File: src/rtl/multi_counter_sum.sv
// multi_counter_sum: NCH parallel SIZE-bit counters with a combinational sum,
// a threshold flag and a shared reload (manual via clr or automatic via threshold).
// Ports:
//   clk        - rising-edge clock for all state
//   rst        - asynchronous active-low reset
//   en         - per-channel count enable
//   init       - per-channel reload values, channel i at [i*SIZE +: SIZE]
//   clr        - synchronous request to reload all channels
//   cnt        - current counter values, packed as for init
//   sum        - full-width sum of all channels
//   over       - sum > THRESH
//   reload     - one-cycle pulse after each reload edge
//   reload_cnt - saturating count of reloads
module multi_counter_sum #(
    parameter int SIZE   = 8,
    parameter int NCH    = 2,
    parameter int THRESH = 9,
    parameter int AUTO   = 1,
    parameter int SAT    = 0,
    localparam int SW    = SIZE + (($clog2(NCH) > 0) ? $clog2(NCH) : 1)
) (
    input  logic                clk,
    input  logic                rst,
    input  logic [NCH-1:0]      en,
    input  logic [NCH*SIZE-1:0] init,
    input  logic                clr,
    output logic [NCH*SIZE-1:0] cnt,
    output logic [SW-1:0]       sum,
    output logic                over,
    output logic                reload,
    output logic [15:0]         reload_cnt
);
    logic [NCH*SIZE-1:0] cnt_q, cnt_d;
    logic [15:0]         rc_q, rc_d;
    logic                reload_q;
    logic                load;
    logic [SIZE-1:0]     cur;
    logic [SW-1:0]       sum_c;

    always_comb begin
        sum_c = '0;
        for (int i = 0; i < NCH; i++) sum_c = sum_c + SW'(cnt_q[i*SIZE +: SIZE]);
    end

    assign over = sum_c > SW'(THRESH);
    assign load = clr | ((AUTO != 0) & over);

    // Load overrides enable; saturation only blocks the increment out of all-ones.
    always_comb begin
        cnt_d = cnt_q;
        cur   = '0;
        for (int i = 0; i < NCH; i++) begin
            cur = cnt_q[i*SIZE +: SIZE];
            cnt_d[i*SIZE +: SIZE] = load ? init[i*SIZE +: SIZE] :
                                    !en[i] ? cur :
                                    ((SAT != 0) && (&cur)) ? cur : cur + 1'b1;
        end
    end

    assign rc_d = (load && !(&rc_q)) ? rc_q + 16'd1 : rc_q;

    always_ff @(posedge clk or negedge rst) begin
        if (!rst) begin
            cnt_q    <= '0;
            rc_q     <= '0;
            reload_q <= 1'b0;
        end else begin
            cnt_q    <= cnt_d;
            rc_q     <= rc_d;
            reload_q <= load;
        end
    end

    assign cnt        = cnt_q;
    assign sum        = sum_c;
    assign reload     = reload_q;
    assign reload_cnt = rc_q;
endmodule

File: config.mk
export PLATFORM = sky130hd
export DESIGN_NAME = multi_counter_sum
export DESIGN_NICKNAME = d
export VERILOG_FILES = /design/src/rtl/multi_counter_sum.sv
export SDC_FILE = /design/constraint.sdc
export NUM_CORES = 1
export LEC_CHECK = 0
export CAP_MARGIN = 40
export CORE_ASPECT_RATIO = 0.7
export CORE_UTILIZATION = 42
export DETAILED_ROUTE_END_ITERATION = 7
export GPL_TIMING_DRIVEN = 0
export PLACE_DENSITY_LB_ADDON = 0.1
export SYNTH_ARGS = -nofsm -noshare
export SYNTH_HDL_FRONTEND = slang
export SYNTH_SLANG_ARGS = --single-unit
File: constraint.sdc
create_clock -name clk -period 2.9 [get_ports clk]
set_input_delay 0.435 -clock clk [delete_from_list [all_inputs] [get_ports clk]]
set_output_delay 0.435 -clock clk [all_outputs]
set_load 0.01 [all_outputs]
==> results of run 1 <==
## state kept, by name (all words and copies together), names as in the netlist
signal      count
cnt            16
reload_cnt     16
reload          1
## metal layers
metal / global-route usage / vias up
li1: - / 932
met1: 0.3395 / 868
met2: 0.2982 / 50
met3: 0.04626 / 7
met4: 0.06429 / 0
met5: 0 / -
## metrics by stage
stage / setup slack (ns) / utilization / std cells
3_3_place_gp: -0.4367 / 0.5822 / 353
2_1_floorplan: 0.01897 / - / 223
4_1_cts: -0.01727 / 0.6259 / 364
6_report: -0.02837 / 0.6384 / 370
3_5_place_dp: -0.4465 / 0.5811 / 353
5_1_grt: -0.09424 / 0.6384 / 370
## worst paths after layout
path,slack [ns],cells past startpoint,endpoint,from
min in group clk,0.48,1,reload_cnt[10],reload_cnt[10]
max in group asynchronous,2.16,1,cnt[8],rst
hold / removal,0.22,1,cnt[6],rst
hold reg to reg,0.48,1,reload_cnt[10],reload_cnt[10]
setup reg to reg,0.06,10,reload_cnt[14],cnt[1]
setup / recovery,-0.03,7,over,cnt[1]
## cell usage after synthesis (3+ instances only)
cell type   n  area [um^2]
a21o_1      3        22.52
a21oi_1    21        105.1
and3_1      4        25.02
and4_1      3        26.28
buf_2       3        15.01
dfrtp_1    33        825.8
ha_1       11        137.6
inv_1       8        30.03
nand2_1    17        63.81
nand2b_1    5        31.28
nand3_1    10        50.05
nand4_1     9        56.30
nor2_1     28        105.1
nor3_1      3        15.01
nor3b_1     4        30.03
xnor2_1     4        35.03
xor2_1     26        227.7
## area by class of cell
class	instances	area share
repair buffers	72	0.2225
flip-flops and latches	33	0.2730
multi-input cells	174	0.4205
plain buffers	7	0.01762
clock buffers	7	0.02828
inverters	8	0.009836
well taps	69	0.02828
## power by group through the flow
stage	sequential, mW	clock (mW)	combinational (mW)
4_1_cts	0.684	0.358	0.754
2_1_floorplan	0.714	0	0.323
6_report	0.685	0.350	0.770
3_3_place_gp	0.690	0	0.701
3_5_place_dp	0.693	0	0.710
5_1_grt	0.701	0.379	0.846
## cells by family (layout without fill, tap and decap cells)
| logic type | count (synthesis) | in the layout | synth area share |
|---|---|---|---|
| buffers and inverters | 16 | 94 | 0.03777 |
| and+or+nand+nor | 94 | 94 | 0.2374 |
| AOI/OAI and AO/OA | 32 | 32 | 0.09652 |
| DFF | 33 | 33 | 0.3957 |
| xor gates and xnor gates | 30 | 30 | 0.1259 |
| adders and majority gates | 12 | 12 | 0.07554 |
| muxes | 6 | 6 | 0.03117 |
## worst max-delay path: stages, from the launching register on
cell and delay [ns]:
dfrtp_2 0.45, ha_4 0.24, a21o_1 0.20, and4_4 0.16, or3_4 0.32, a221o_1 0.38
or3_1 0.31, buf_2 0.15
## what timing repair did
item / in CTS / in global routing
pin swaps: 4 / 6
setup endpoints to repair: 38 / 21
gates resized for setup: 29 / 4
hold endpoints to repair: 0 / 0
buffers inserted: 5 / 6
==> impl_metrics.prom, run 1 <==
# TYPE chip_impl_metric gauge
chip_impl_info{name="status",value="finished with violations"} 1
chip_impl_info{name="failing_checks",value="setup timing"} 1
chip_impl_metric{name="wl_met2",unit="um"} 2104
chip_impl_info{name="cts_tree",value="done"} 1
chip_impl_metric{name="number_of_failing_setup_endpoints_in_the_final_timing_report",unit=""} 1
chip_impl_metric{name="yosys.cell_types.count",unit=""} 42
chip_impl_metric{name="floorplan.io_pins",unit=""} 64
chip_impl_info{name="critical_path.endpoint_type",value="output port"} 1
chip_impl_metric{name="grt_pass1_vias",unit=""} 1731
chip_impl_metric{name="width_of_the_die",unit="um"} 86.26
chip_impl_metric{name="worst_slew_pin_slew",unit="ns"} 0.7490
chip_impl_metric{name="cell_internal_pwr",unit="mW"} 1.182
chip_impl_metric{name="postSynthCellCount",unit=""} 223
chip_impl_metric{name="timing.slew.headroom",unit=""} 0.5007
chip_impl_metric{name="cts_made_buffers",unit=""} 5
chip_impl_metric{name="routed_metal_1_wire_length",unit="um"} 2898
chip_impl_metric{name="diodes",unit=""} 0
chip_impl_metric{name="drt_pre_antenna_iters",unit=""} 6
chip_impl_metric{name="dr_total_vias",unit=""} 1857
chip_impl_metric{name="clkSlewWorstSetupHoldPaths",unit="ns"} 0.07
chip_impl_metric{name="share_of_final_layout_standard_cells_stronger_than_drive_strength_1",unit=""} 0.1661
chip_impl_metric{name="totalNegativeSetupSlack",unit="ns"} -0.02837
chip_impl_metric{name="synth-async-reset-ratio",unit=""} 1.000
chip_impl_metric{name="postRouteAntennaNets",unit=""} 0
chip_impl_metric{name="synthesis.nets",unit=""} 256
chip_impl_metric{name="initialDrtViolationCount",unit=""} 96
chip_impl_metric{name="whs",unit="ns"} 0.2174
chip_impl_metric{name="dpl-instance-area",unit="um^2"} 2779
chip_impl_info{name="class_of_the_most_critical_hold_timing_path",value="in -> async"} 1
chip_impl_metric{name="critPathArrivalTime",unit="ns"} 2.49
chip_impl_metric{name="hold_viol_final",unit=""} 0
chip_impl_info{name="layout.cells.most_common_list",value="clkdlybuf4s50_1, nor2_1, dfrtp_1"} 1
chip_impl_metric{name="max_cap_violations",unit=""} 0
chip_impl_metric{name="cts_htree_levels",unit=""} 2
chip_impl_metric{name="p_sw",unit="uW"} 622.3
chip_impl_metric{name="static_leakage",unit="nW"} 1.285
chip_impl_metric{name="yosys_register_bits",unit=""} 33
chip_impl_metric{name="antenna_violations_before_repair",unit=""} 0
chip_impl_metric{name="floorplan.rows",unit=""} 21
chip_impl_metric{name="synth_edf_count",unit=""} 0
chip_impl_metric{name="worst_ir_drop_vdd",unit="uV"} 219.2
chip_impl_metric{name="required",unit="ns"} 2.47
chip_impl_metric{name="sequentialPowerShare",unit=""} 0.379
chip_impl_metric{name="detail_route.wl_per_cell",unit="um"} 14.39
chip_impl_metric{name="area_inside_the_core_boundary",unit="um^2"} 4782
chip_impl_metric{name="syn_avg_cell_area",unit="um^2"} 9.359
chip_impl_metric{name="globalRouteTotalUtil",unit=""} 0.2180
chip_impl_info{name="timing_worst_setup_path_type",value="reg -> out"} 1
chip_impl_metric{name="die_h",unit="um"} 60.98
chip_impl_metric{name="layout.filler_cells",unit=""} 427
chip_impl_metric{name="grt_first_pass_wirelength",unit="um"} 8576
chip_impl_metric{name="met3RoutedLength",unit="um"} 253
chip_impl_metric{name="clkLatencyLatePin",unit="ns"} 0.29
chip_impl_metric{name="finClkSkew",unit="ns"} 0.007670
chip_impl_metric{name="clkSinkCount",unit=""} 33
chip_impl_metric{name="switching_share",unit=""} 0.3448
chip_impl_info{name="critPathLaunchType",value="flop"} 1
chip_impl_metric{name="ys.warnings.count",unit=""} 0
chip_impl_metric{name="slew_viol_final",unit=""} 0
chip_impl_info{name="most_used_flip_flop_cell_after_synthesis",value="dfrtp_1"} 1
chip_impl_info{name="maxUsedRoutingLayer",value="met4"} 1
chip_impl_metric{name="power.density",unit="nW/um^2"} 591.2
chip_impl_metric{name="seq_area_frac_synth",unit=""} 0.3957
chip_impl_metric{name="share_clk_of_total_power",unit=""} 0.194
chip_impl_info{name="rsz0062_at_grt",value="true"} 1
chip_impl_metric{name="p_comb_frac",unit=""} 0.427
chip_impl_metric{name="synthesis.area",unit="um^2"} 2087
chip_impl_metric{name="synthesis_to_finish_area_growth",unit="%"} 46.28
chip_impl_metric{name="register_area",unit="um^2"} 833.3
chip_impl_metric{name="critical_path_peak_fanout",unit=""} 5
chip_impl_info{name="mostFrequentLayoutCell",value="clkdlybuf4s50_1"} 1
chip_impl_metric{name="fin_nets",unit=""} 334
chip_impl_metric{name="start_util",unit=""} 0.4364
chip_impl_metric{name="totalPowerFinal",unit="mW"} 1.805
chip_impl_metric{name="die-area",unit="um^2"} 5259
chip_impl_metric{name="vias_per_cell",unit=""} 5.019
chip_impl_info{name="clockRootBuffer",value="clkbuf_8"} 1
chip_impl_metric{name="finalInstanceArea",unit="um^2"} 3053
chip_impl_metric{name="globalRoute.totalOverflow",unit=""} 0
chip_impl_metric{name="place_hpwl",unit="um"} 3779
chip_impl_metric{name="clock_tree.buffer_depth",unit=""} 2
chip_impl_metric{name="number_of_port_buffers",unit=""} 61
chip_impl_metric{name="max_freq",unit="MHz"} 341.5
chip_impl_metric{name="holdBufCountCts",unit=""} 0
chip_impl_metric{name="drc",unit=""} 0
chip_impl_metric{name="totalWireLength",unit="um"} 5324
chip_impl_metric{name="period_utilization_post_route",unit=""} 1.010
chip_impl_metric{name="gp_routability_congestion",unit=""} 0.7842
chip_impl_metric{name="finalCriticalPeriod",unit="ns"} 2.928
chip_impl_metric{name="pin_count_of_the_biggest_net_entering_global_routing",unit=""} 34
chip_impl_metric{name="layout_setup_ws",unit="ns"} -0.02837
chip_impl_metric{name="multi_input_comb_area",unit="um^2"} 1284
Power figures use the tool's default switching activity.
==> run 2, diff against run 1 <==
--- a/config.mk
+++ b/config.mk
@@ -10,6 +10,7 @@
 export CORE_UTILIZATION = 42
 export DETAILED_ROUTE_END_ITERATION = 7
 export GPL_TIMING_DRIVEN = 0
+export HOLD_SLACK_MARGIN = 0.05
 export PLACE_DENSITY_LB_ADDON = 0.1
 export SYNTH_ARGS = -nofsm -noshare
 export SYNTH_HDL_FRONTEND = slang
==> results of run 2 <==
The final DEF is identical to that of run 1; final timing and power are the same.
